**src/rtl/cursor_ctrl.sv**
```systemverilog
// Cursor position controller: synchronises and debounces five push-buttons,
// moves a cursor on a COLS x ROWS cell grid and publishes its top-left pixel
// position once per frame so the overlay never tears.
module cursor_ctrl #(
  parameter int CELL      = 32,
  parameter int COLS      = 20,
  parameter int ROWS      = 15,
  parameter int X_ORG     = 0,
  parameter int Y_ORG     = 0,
  parameter int DB_CYCLES = 2000000
) (
  input  logic       clk,
  input  logic       reset_n,
  input  logic       btn_up,
  input  logic       btn_down,
  input  logic       btn_left,
  input  logic       btn_right,
  input  logic       btn_sel,
  input  logic       frame_tick,
  output logic [9:0] top_left_x,
  output logic [9:0] top_left_y,
  output logic [4:0] cell_col,
  output logic [4:0] cell_row,
  output logic       sel_pulse
);

  localparam int unsigned NB = 5;
  localparam int unsigned CW = (DB_CYCLES > 1) ? $clog2(DB_CYCLES) : 1;
  localparam logic [CW-1:0] CNT_LAST = CW'(DB_CYCLES - 1);
  localparam int unsigned SH = $clog2(CELL);
  localparam logic [4:0] COL_MAX = 5'(COLS - 1);
  localparam logic [4:0] ROW_MAX = 5'(ROWS - 1);

  // Button indices: 0 up, 1 down, 2 left, 3 right, 4 select
  typedef enum logic [1:0] {
    IDLE    = 2'd0,
    WAIT_HI = 2'd1,
    HIGH    = 2'd2,
    WAIT_LO = 2'd3
  } db_state_e;

  logic [NB-1:0] raw;
  logic [NB-1:0] sync1_q, sync2_q;
  db_state_e     state_q [NB];
  db_state_e     state_d [NB];
  logic [CW-1:0] cnt_q [NB];
  logic [CW-1:0] cnt_d [NB];
  logic [NB-1:0] press;

  logic [4:0] col_q, col_d, row_q, row_d;
  logic [9:0] x_q, x_d, y_q, y_d;
  logic       sel_q;

  assign raw = {btn_sel, btn_right, btn_left, btn_down, btn_up};

  // Two-flop synchroniser on every raw button
  always_ff @(posedge clk or negedge reset_n) begin
    if (!reset_n) begin
      sync1_q <= '0;
      sync2_q <= '0;
    end else begin
      sync1_q <= raw;
      sync2_q <= sync1_q;
    end
  end

  // Debounce state and counter registers, one pair per button
  always_ff @(posedge clk or negedge reset_n) begin
    if (!reset_n) begin
      for (int unsigned i = 0; i < NB; i++) begin
        state_q[i] <= IDLE;
        cnt_q[i]   <= '0;
      end
    end else begin
      for (int unsigned i = 0; i < NB; i++) begin
        state_q[i] <= state_d[i];
        cnt_q[i]   <= cnt_d[i];
      end
    end
  end

  // Debounce next-state: press fires on the cycle a high level is accepted
  always_comb begin
    press = '0;
    for (int unsigned i = 0; i < NB; i++) begin
      state_d[i] = state_q[i];
      cnt_d[i]   = cnt_q[i];
      unique case (state_q[i])
        IDLE: begin
          if (sync2_q[i]) begin
            state_d[i] = WAIT_HI;
            cnt_d[i]   = '0;
          end
        end
        WAIT_HI: begin
          if (!sync2_q[i]) begin
            state_d[i] = IDLE;
            cnt_d[i]   = '0;
          end else if (cnt_q[i] == CNT_LAST) begin
            state_d[i] = HIGH;
            cnt_d[i]   = '0;
            press[i]   = 1'b1;
          end else begin
            cnt_d[i] = cnt_q[i] + 1'b1;
          end
        end
        HIGH: begin
          if (!sync2_q[i]) begin
            state_d[i] = WAIT_LO;
            cnt_d[i]   = '0;
          end
        end
        WAIT_LO: begin
          if (sync2_q[i]) begin
            state_d[i] = HIGH;
            cnt_d[i]   = '0;
          end else if (cnt_q[i] == CNT_LAST) begin
            state_d[i] = IDLE;
            cnt_d[i]   = '0;
          end else begin
            cnt_d[i] = cnt_q[i] + 1'b1;
          end
        end
        default: begin
          state_d[i] = IDLE;
          cnt_d[i]   = '0;
        end
      endcase
    end
  end

  // Cursor move with wrap-around; opposing presses on one axis cancel
  always_comb begin
    col_d = col_q;
    row_d = row_q;
    if (press[0] && !press[1]) row_d = (row_q == 5'd0)    ? ROW_MAX : row_q - 5'd1;
    if (press[1] && !press[0]) row_d = (row_q == ROW_MAX) ? 5'd0    : row_q + 5'd1;
    if (press[2] && !press[3]) col_d = (col_q == 5'd0)    ? COL_MAX : col_q - 5'd1;
    if (press[3] && !press[2]) col_d = (col_q == COL_MAX) ? 5'd0    : col_q + 5'd1;
  end

  // Pixel position of the current (pre-move) cell; CELL is a power of two
  always_comb begin
    x_d = 10'(X_ORG) + (10'(col_q) << SH);
    y_d = 10'(Y_ORG) + (10'(row_q) << SH);
  end

  // Cell registers, select pulse and frame-synchronous position publish
  always_ff @(posedge clk or negedge reset_n) begin
    if (!reset_n) begin
      col_q <= '0;
      row_q <= '0;
      sel_q <= 1'b0;
      x_q   <= 10'(X_ORG);
      y_q   <= 10'(Y_ORG);
    end else begin
      col_q <= col_d;
      row_q <= row_d;
      sel_q <= press[4];
      if (frame_tick) begin
        x_q <= x_d;
        y_q <= y_d;
      end
    end
  end

  assign cell_col   = col_q;
  assign cell_row   = row_q;
  assign sel_pulse  = sel_q;
  assign top_left_x = x_q;
  assign top_left_y = y_q;

endmodule
```
**config.mk**
```make
export PLATFORM = sky130hd
export DESIGN_NAME = cursor_ctrl
export DESIGN_NICKNAME = d
export VERILOG_FILES = /design/src/rtl/cursor_ctrl.sv
export SDC_FILE = /design/constraint.sdc
export NUM_CORES = 1
export LEC_CHECK = 0
export ABC_AREA = 0
export CAP_MARGIN = 20
export CORE_ASPECT_RATIO = 1.5
export CORE_MARGIN = 2
export CORE_UTILIZATION = 45
export CTS_CLUSTER_DIAMETER = 200
export DETAILED_ROUTE_END_ITERATION = 10
export SYNTH_ARGS = -nofsm -noshare
export SYNTH_HDL_FRONTEND = slang
export SYNTH_SLANG_ARGS = --single-unit
```
**constraint.sdc**
```tcl
create_clock -name clk -period 2.9 [get_ports clk]
set_clock_uncertainty 0.1 [all_clocks]
set_input_delay 0.58 -clock clk [delete_from_list [all_inputs] [get_ports clk]]
set_output_delay 0.58 -clock clk [all_outputs]
set_load 0.05 [all_outputs]
```
==> results.toml <==
[sta]
slew_headroom_pct = 43.0
drv_slew = 0
setup_viol = 0
timing.final.crit_share_pct = 94.1
fmax_ghz = 0.367
hold_viol = 0
rsz0062_at_grt = "false"
fin_hold_ws_ps = 19.4
final.min_clock_period_ps = 2730
worstMarginPinSlew_ps = 852
setup_tns_ps = 0

[synth]
synth_top_flop_cell = "dfrtp_1"
seq_area_frac_synth_pct = 45.3
async_reset_ff_share_pct = 100
synth-seq-cells = 146
synthesis.area_um2 = 8060
yosysUniqueCellTypes = 68
synthCells = 881
yosys_warnings = 0
syn_area_per_cell_um2 = 9.15
synth_edf_count = 0

[status]
failed_checks = "DRC"
status = "finished, violations left"

[cells_and_area]
postLayoutCellArea_um2 = 9110
nNetsFinal = 917
drive_gt1_share_pct = 8.59
fillCellCount = 1588
n_antenna_cell = 0
area_growth_pct = 13.1

[routing]
dr.first_iter.drc_count = 402
viasPerCell = 6.07
detail-route-antenna-nets = 0
num_vias = 6810
wl_per_cell_um = 16.4
routed_wl_um = 18400
post-route-drc-count = 3
firstDrtPassIters = 7

[critical_path]
cp_max_fo = 9
crit_top_cell = "nor3_1"
cp.arrival_ps = 2940
critPathKind = "reg2reg"
crit_required_ps = 3110
worst-path-buf-inv = 1
startpoint_type = "flip-flop"
slowest_delay_ps = 550
path_delay_family = "simple AND/OR/NAND/NOR gates"
cp_slowest_cell = "or4b_4"
worstPathCellList = "or4b_4 -> nor4b_4 -> nand2_1 -> nor3_1 -> ha_1 -> inv_1 -> o21ai_0 -> nor3_1 -> a21o_1"
end_kind = "flip-flop"

[die]
rows = 59
ios = 39
core-area_um2 = 17400
dieWidth_um = 113
dieArea_um2 = 19000
initial_core_util_pct = 46.3
die_h_um = 168

[clock_tree]
cts_buffers = 17
holdBufCountCts = 0
cts_tree = "done"
clockBufferDepth = 2
htree_levels = 4
cts-root-buf = "clkbuf_16"
path_clk_slew_ps = 60
cts_sinks = 146
clk_latency_ps = 420

[pwr]
leakage_nw = 3.83
peakVddDrop_mv = 0.397
power_density_nw_per_um2 = 700
power_mw = 6.38

[global_routing]
grt_pass1_wl_um = 31500
grt_pass1_vias = 6796
grt.overflow.total = 0
grt_max_degree = 61
grt_usage_pct = 20.1
antenna_found_initial = 0

[job]
drv_cap = 0

[placement]
hpwl_um = 12700
place_congestion = 0.893
numPortBuffers = 28
place_area_um2 = 8450

[worst_hold_path]
hold_path_class = "in2async"
## final cells by class
type / count / area (um2) / area share [%]
well taps: 213 / 267 / 2.93
flip-flops and latches: 146 / 3650 / 40.1
inverters: 24 / 90.1 / 0.989
repair buffers: 43 / 419 / 4.60
multi-input cells: 665 / 4020 / 44.1
clock buffers: 20 / 457 / 5.01
clock inverters: 10 / 206 / 2.27
## cell usage after synthesis (all sizes together), types with 3 or more instances
library cell / n / area share, %
and4: 11 / 1.2
o211ai: 4 / 0.37
a31oi: 60 / 4.7
nand2: 97 / 4.5
a22o: 16 / 1.7
a21oi: 66 / 4.2
nor3: 24 / 1.6
nand4b: 4 / 0.43
xor2: 11 / 1.2
nand4: 27 / 2.1
inv: 24 / 1.1
or3: 3 / 0.23
o31ai: 8 / 0.81
nor4b: 7 / 0.95
dfrtp: 146 / 45
mux2: 13 / 1.9
clkbuf: 21 / 0.99
nand3: 59 / 3.7
buf: 34 / 3.1
mux2i: 10 / 1.2
ha: 12 / 1.9
and3: 17 / 1.3
nor4: 14 / 1.4
or4: 3 / 0.28
and2: 4 / 0.31
o21ai: 65 / 4.0
or2b: 3 / 0.28
nand2b: 9 / 0.70
a21o: 22 / 2.1
a41oi: 6 / 0.65
nor2: 47 / 2.2
or2: 6 / 0.47
## sequential cells by signal (all words and copies together) (netlist names), named ones only
signal and count:
cell_col 5, sync2_q 5, cnt_q 105, cell_row 5, sync1_q 5, top_left_y 5
sel_pulse 1, top_left_x 5, state_q 5
## cell families after synthesis
| group | count (synthesis) | synth area share (%) |
|---|---|---|
| AOI/OAI and AO/OA | 264 | 20.4 |
| other | 1 | 0.0465 |
| adders and majority gates | 12 | 1.86 |
| muxes | 23 | 3.11 |
| and+or+nand+nor | 344 | 22.7 |
| DFF | 146 | 45.3 |
| buffers and inverters | 79 | 5.23 |
| xor gates and xnor gates | 12 | 1.30 |
## worst paths after layout
| path | start | end | slack [ps] | depth (start not counted) |
|---|---|---|---|---|
| max reg2reg | cnt_q[76]$_DFFE_PN0P_ | cell_row[0]$_DFFE_PN0P_ | 170 | 9 |
| min | reset_n | cnt_q[74]$_DFFE_PN0P_ | 20 | 1 |
| min in group clk | sync1_q[1]$_DFF_PN0_ | sync2_q[1]$_DFF_PN0_ | 250 | 0 |
| min reg2reg | sync1_q[1]$_DFF_PN0_ | sync2_q[1]$_DFF_PN0_ | 250 | 0 |
| max | cnt_q[76]$_DFFE_PN0P_ | cell_row[0]$_DFFE_PN0P_ | 170 | 9 |
| max in group asynchronous | reset_n | cnt_q[59]$_DFFE_PN0P_ | 1980 | 2 |
## power breakdown
part	total (mW)	switching [mW]	internal, mW	leakage, nW
logic	1.55	1.04	0.515	1.52
clock network	2.49	0.840	1.65	0.322
registers	2.34	0.159	2.18	1.99
## layout by cell type (no fill, tap or decap), types with 4 or more instances in the layout
master           synthesis  routed
dfrtp_1                146     146
nand4_1                 27      27
bufinv_16                0       6
o211ai_1                 4       4
or2_2                    5       5
a31oi_1                 60      60
ha_1                    12      11
o21ai_0                 62      62
a41oi_1                  6       6
a21o_1                  21      21
buf_4                   11      13
clkdlybuf4s50_1          0      27
o31ai_1                  7       7
nand3_1                 58      58
and4_1                  11      11
a21oi_1                 64      64
mux2_2                  12      12
nor3_1                  23      23
clkbuf_16                0      17
xor2_1                  11      11
nor4b_1                  6       6
mux2i_1                 10      10
nand2b_1                 9       9
inv_1                   24      24
and3_1                  17      17
nor4_1                  12      12
a22o_1                  16      16
conb_1                   1      10
nor2_1                  47      47
nand4b_1                 4       4
and2_1                   4       4
nand2_1                 96      96
## layer usage
metal	vias to the layer above	GRT usage [%]	share of wire, %
li1	3293	-	-
met1	3351	23.7	42
met2	131	34.5	51
met3	35	5.15	3.8
met4	0	8.43	2.5
met5	-	0	0
## stage by stage
step	cells	setup slack, ps	util, %
after global routing	1121	4.00	52.3
final	1121	172	52.3
after global placement	1091	254	48.5
after floorplan	890	376	-
after detailed placement	1091	180	48.5
after CTS	1121	160	52.3
## what timing repair did
item,in CTS,in global routing
buffers inserted,0,0
resized for setup,0,1
endpoints found under the setup margin,0,2
Power figures use the tool's default switching activity.
